==> config.mk <==
export PLATFORM = sky130hd
export DESIGN_NAME = aibcr3_ddr_deser_flat
export DESIGN_NICKNAME = d
export VERILOG_FILES = /design/src/rtl/aibcr3_ddr_deser_if.sv /design/src/rtl/aibcr3_ddr_deser.sv /design/src/flat_wrapper.sv
export SDC_FILE = /design/constraint.sdc
export NUM_CORES = 1
export LEC_CHECK = 0
export BUFFER_PORTS_ARGS = -buffer_cell sky130_fd_sc_hd__buf_2
export CORE_MARGIN = 2
export CORE_UTILIZATION = 43
export CTS_CLUSTER_DIAMETER = 50
export DETAILED_ROUTE_END_ITERATION = 10
export PLACE_DENSITY_LB_ADDON = 0.3
export SYNTH_ARGS = -nofsm -noshare
export SYNTH_HDL_FRONTEND = slang
export SYNTH_SLANG_ARGS = --single-unit
==> constraint.sdc <==
create_clock -name clk -period 2.4 [get_ports clk]
set_clock_uncertainty 0.15 [all_clocks]
set_input_delay 0.12 -clock clk [delete_from_list [all_inputs] [get_ports clk]]
set_output_delay 0.12 -clock clk [all_outputs]
set_load 0.02 [all_outputs]
==> src/rtl/aibcr3_ddr_deser_if.sv <==
// Bus bundle for the DDR deserializer.
//   din       : DDR serial stream (bit A in clk-high phase, bit B in clk-low phase)
//   rx_en     : receive enable
//   bitslip   : one-cycle request to move the word boundary by one serial bit
//   dout      : assembled parallel word, dout[0] is the earliest bit
//   dout_vld  : one-cycle strobe marking a new dout
//   slip_busy : high while a bitslip is being applied
// master = stream source / consumer side, slave = the deserializer.
interface aibcr3_ddr_deser_if #(
    parameter int DWIDTH = 8
) ();
    logic              din;
    logic              rx_en;
    logic              bitslip;
    logic [DWIDTH-1:0] dout;
    logic              dout_vld;
    logic              slip_busy;

    modport master (output din, rx_en, bitslip, input dout, dout_vld, slip_busy);
    modport slave  (input din, rx_en, bitslip, output dout, dout_vld, slip_busy);
endinterface

==> src/rtl/aibcr3_ddr_deser.sv <==
// DDR serial-to-parallel receiver with bitslip alignment.
// Ports:
//   clk  : single clock, din sampled on both edges
//   rst  : asynchronous active-high reset
//   bus  : aibcr3_ddr_deser_if.slave (din, rx_en, bitslip in; dout, dout_vld, slip_busy out)
// DWIDTH must be even, 4..64. Two serial bits are taken per clk cycle and
// shifted into an assembly register; a full word is published on dout with
// a one-cycle dout_vld strobe.
module aibcr3_ddr_deser #(
    parameter int DWIDTH = 8
) (
    input  logic clk,
    input  logic rst,
    aibcr3_ddr_deser_if.slave bus
);
    localparam int NPAIR = DWIDTH / 2;
    localparam int CW    = (NPAIR > 1) ? $clog2(NPAIR) : 1;
    localparam logic [CW-1:0] LAST = CW'(NPAIR - 1);

    logic              fbit;        // falling-edge capture: high-phase bit f_n
    logic              rbit;        // rising-edge capture of din
    logic              rprev;       // r_{n-1} as seen at rising edge n
    logic              odd;         // 1: pairs straddle the clk cycle boundary
    logic              pend;        // discard the next pair (slip taken on a completion edge)
    logic              busy_tail;
    logic [CW-1:0]     cnt;
    logic [DWIDTH-1:0] asm_q;
    logic [DWIDTH-1:0] dout_q;
    logic              dout_vld_q;
    logic              slip_busy_q;

    logic              slip_ok;
    logic              at_last;
    logic              take;
    logic              early;
    logic              late;
    logic [DWIDTH-1:0] word;

    always_ff @(negedge clk or posedge rst) begin
        if (rst) fbit <= 1'b0;
        else     fbit <= bus.din;
    end

    // rbit is loaded with r_n at edge n, so before that edge it still holds
    // r_{n-1}; the current low-phase bit r_n is taken straight from din.
    assign rprev   = rbit;

    assign slip_ok = bus.bitslip & bus.rx_en & ~slip_busy_q;
    assign at_last = (cnt == LAST);
    assign early   = odd ? rprev : fbit;
    assign late    = odd ? fbit  : bus.din;

    // A slip from even alignment normally eats the current pair; on a
    // completion edge the word is finished first and the following pair
    // is eaten instead (pend).
    assign take    = bus.rx_en & ~pend & ~(slip_ok & ~odd & ~at_last);

    // New pair enters at the top; after NPAIR pairs the first one sits at [1:0].
    assign word    = {late, early, asm_q[DWIDTH-1:2]};

    always_ff @(posedge clk or posedge rst) begin
        if (rst) begin
            rbit        <= 1'b0;
            odd         <= 1'b0;
            pend        <= 1'b0;
            busy_tail   <= 1'b0;
            cnt         <= '0;
            asm_q       <= '0;
            dout_q      <= '0;
            dout_vld_q  <= 1'b0;
            slip_busy_q <= 1'b0;
        end else begin
            rbit       <= bus.din;
            dout_vld_q <= 1'b0;

            if (!bus.rx_en) begin
                // partial word is dropped; alignment (odd) is kept
                cnt  <= '0;
                pend <= 1'b0;
            end else begin
                if (pend) pend <= 1'b0;
                if (slip_ok) begin
                    odd <= ~odd;
                    if (~odd & at_last) pend <= 1'b1;
                end
                if (take) begin
                    asm_q <= word;
                    if (at_last) begin
                        dout_q     <= word;
                        dout_vld_q <= 1'b1;
                        cnt        <= '0;
                    end else begin
                        cnt <= cnt + 1'b1;
                    end
                end
            end

            // slip_busy covers the two cycles after an accepted slip
            if (slip_ok) begin
                slip_busy_q <= 1'b1;
                busy_tail   <= 1'b1;
            end else begin
                slip_busy_q <= busy_tail;
                busy_tail   <= 1'b0;
            end
        end
    end

    assign bus.dout      = dout_q;
    assign bus.dout_vld  = dout_vld_q;
    assign bus.slip_busy = slip_busy_q;
endmodule

==> src/flat_wrapper.sv <==
// flat-port wrapper written by rule: the top's interface ports become plain ports
module aibcr3_ddr_deser_flat 
#(
    parameter int DWIDTH = 8
)
  (clk, rst, bus_din, bus_rx_en, bus_bitslip, bus_dout, bus_dout_vld, bus_slip_busy);
  aibcr3_ddr_deser_if #(.DWIDTH(DWIDTH)) bus_i ();
  input  logic clk;
  input  logic rst;
  input wire logic [$bits(bus_i.din)-1:0] bus_din;
  input wire logic [$bits(bus_i.rx_en)-1:0] bus_rx_en;
  input wire logic [$bits(bus_i.bitslip)-1:0] bus_bitslip;
  output wire logic [$bits(bus_i.dout)-1:0] bus_dout;
  output wire logic [$bits(bus_i.dout_vld)-1:0] bus_dout_vld;
  output wire logic [$bits(bus_i.slip_busy)-1:0] bus_slip_busy;
  assign bus_i.din = bus_din;
  assign bus_i.rx_en = bus_rx_en;
  assign bus_i.bitslip = bus_bitslip;
  assign bus_dout = bus_i.dout;
  assign bus_dout_vld = bus_i.dout_vld;
  assign bus_slip_busy = bus_i.slip_busy;
  aibcr3_ddr_deser #(.DWIDTH(DWIDTH)) u_core (.clk(clk), .rst(rst), .bus(bus_i));
endmodule
==> results by group <==
Clock tree
  • Root Driver: clkbuf_4
  • Clock-pin slew on the worst setup and hold paths: 0.12 ns
  • Clock Tree Buf Depth: 2
  • Hold-fix buffers, CTS: 3
  • Clock Sinks: 23
  • CTS tree: yes
  • Clock Latency Late Sink: roughly 0.30 ns
  • Post_cts resized: 0
  • Number of setup buffers added after CTS: 0
  • CTS Buf Count: 3
  • H-tree Lvls: 1

Min path
  • Min-Delay Path Depth: 3
  • Hold/Removal Path Class: in -> reg

Timing
  • Setup ws final: 0.0674 ns
  • Final Setup Violations: 0
  • Final hold vios: 0
  • Rel. slew slack: between 40% and 50%
  • RSZ-0062 raised after global routing: false
  • Worst slew pin tran: ~0.84 ns
  • Setup TNS: 0 ns
  • WHS: about 0.017 ns
  • Slew Viols, Final: 0

Job
  • Max_cap viols: 0

Synth
  • Synth Area in Compound Gates: 1.10%
  • Register bit total from synthesis: 23
  • XOR/XNOR share of the synthesized area: 0.966%
  • Syn_nets: 66
  • Largest family of logic cells by synthesized area: multiplexers
  • Synth Area in Adders: under 10%
  • Simple-gate area share of the yosys netlist: between 7 and 8%
  • Post-synth top area share: around three fifths
  • Mux cell area share after synthesis: about a fifth
  • Yosys cell types: 17
  • Part of the Yosys area used for sequential elements: 63.4%
  • Largest cells by area after synthesis: dfrtp_1, mux2_2, mux2_4
  • Post-Syn Instances: 60
  • Synth Area per Inst: 15.1 sq um
  • Synth Cell Area: 907 sq um
  • Cell accounting for the most synthesized area: dfrtp_1
  • Synth warn: 0

Final layout
  • Commonest non-fill, non-tap cell in the layout: dfrtp_1
  • Fin cells: 107
  • Share of cells above drive strength 1: 40.0%
  • Post-layout util: between 50% and 60%
  • Most frequent cells in the layout: dfrtp_1, buf_2, mux2_2, mux2_4, inv_1
  • Area grow syn2layout: 16.7%
  • Antenna diodes: 0
  • Final #Nets: just under 90

Power
  • PD cells: 1150 nW/um^2
  • Worst vdd ir: 0.538 mV
  • Lkg Pwr: 0.539 nW

Critical path
  • Worst setup path end: u_core.bus.dout[6]
  • Origin of the worst setup path: u_core.fbit
  • Worst Reg-to-Reg Cells: 2
  • Reg2reg end: u_core.bus.dout[6]
  • CP max FO: 2
  • Reg2reg start: u_core.fbit
  • CP Class: reg -> reg
  • Startpoint type of the worst setup path: register
  • R2r setup slk: 0.07 ns
  • Worst EP arrival: 2.38 ns
  • WP data required: 2.45 ns
  • Worst Setup End Kind: register

Global routing
  • Initial antenna violation count: 0
  • Gr ovfl total: 0
  • Gr usage total: between 10% and 20%
  • First-pass GRT wire length: 2240 microns
  • Vias in the first global route: 482
  • Largest net degree at the start of global routing: 23

Placement
  • Post-Place Cells: 100
  • Pre-CTS WS: ~0.070 ns
  • GP Congestion: 0.688
  • DP HPWL: 943 microns
  • Number of buffers added on ports: 14

Outcome
  • Run status: finished clean

Drt
  • Initial DRC Count: 3
  • Antenna Nets Post-Route: 0
  • Via/cell ratio: ~4.6
  • WL/cell: about 12 microns
  • 1st-pass router iterations: 3
  • DRC violation count after routing: 0
  • Total Wirelength: 1300 microns
  • Total number of vias: slightly below 500

Floorplanning
  • Die height: around 50 microns
  • Starting density of the core: 45.8%
  • Die area: 2490 sq um
  • Core ar.: 1980 sq um
  • Die Wd: 49.9 microns
  • Io pins: 15
  • # rows: 16
==> sequential cells by signal, summed over array words and instances (netlist names) <==
name,flops
u_core.rbit,1
u_core.odd,1
u_core.asm_q,6
u_core.pend,1
u_core.cnt,2
u_core.busy_tail,1
u_core.bus.dout_vld,1
u_core.bus.slip_busy,1
u_core.bus.dout,8
u_core.fbit,1
==> synth_stat cells <==
library cell / instances
dfrtp_1: 22
mux2_2: 7
inv_1: 5
mux2_4: 5
mux2i_1: 4
nand2_1: 4
nand3b_1: 2
o21ai_0: 2
buf_2: 1
buf_6: 1
dfrtn_1: 1
ha_1: 1
nand2b_1: 1
nor3b_1: 1
nor3b_2: 1
nor4b_2: 1
xnor2_1: 1
==> where the power goes <==
part           internal (W)  switching [W]
Combinational      0.000218       0.000203
Clock             0.0000647       0.000108
Sequential         0.000533      0.0000909
==> through the flow <==
step | power [W] | area, sq um
after floorplan | 0.000942 | 907
after global placement | 0.00104 | 1000
after detailed placement | 0.00106 | 1000
after CTS | 0.00124 | 1060
after global routing | 0.00131 | 1060
final | 0.00122 | 1060
==> cell families after synthesis <==
family | count (synthesis)
fa+ha+maj | 1
compound gates | 2
mux | 16
xor+xnor | 1
simple gates | 10
buf+inv | 7
flops | 23
==> layout make-up <==
type	instances	area [sq um]
Fill cell	161	923
Sequential cell	23	576
Multi-Input combinational cell	30	297
Timing Repair Buffer	18	108
Tap cell	27	33.8
Clock buffer	4	26.3
Inverter	5	18.8
==> worst max-delay path, cell delays in order, from the launching register on <==
cell and delay [ns]:
dfrtn_1 0.36, mux2_2 0.27, mux2_2 0.26
==> metal layers <==
| layer | part of all wire, % | vias up | global-route usage [%] | wire (microns) |
|---|---|---|---|---|
| met2 | 49 | 10 | 18.9 | 639 |
| met5 | 0 | - | 0 | 0 |
| met3 | 3.3 | 2 | 2.73 | 43 |
| li1 | - | 241 | - | - |
| met1 | 46 | 239 | 16.0 | 600 |
| met4 | 1.0 | 0 | 5.56 | 13 |
==> how the worst min path moves through the flow <==
stage                      from             endpoint
detailed placement          rst   u_core.bus.dout[5]
CTS                 bus_bitslip     u_core.busy_tail
global route        bus_bitslip     u_core.busy_tail
global placement            rst  u_core.bus.dout_vld
finish              bus_bitslip     u_core.busy_tail
floorplan                   rst      u_core.asm_q[2]
Note: power is estimated with default switching activity, not from simulation.
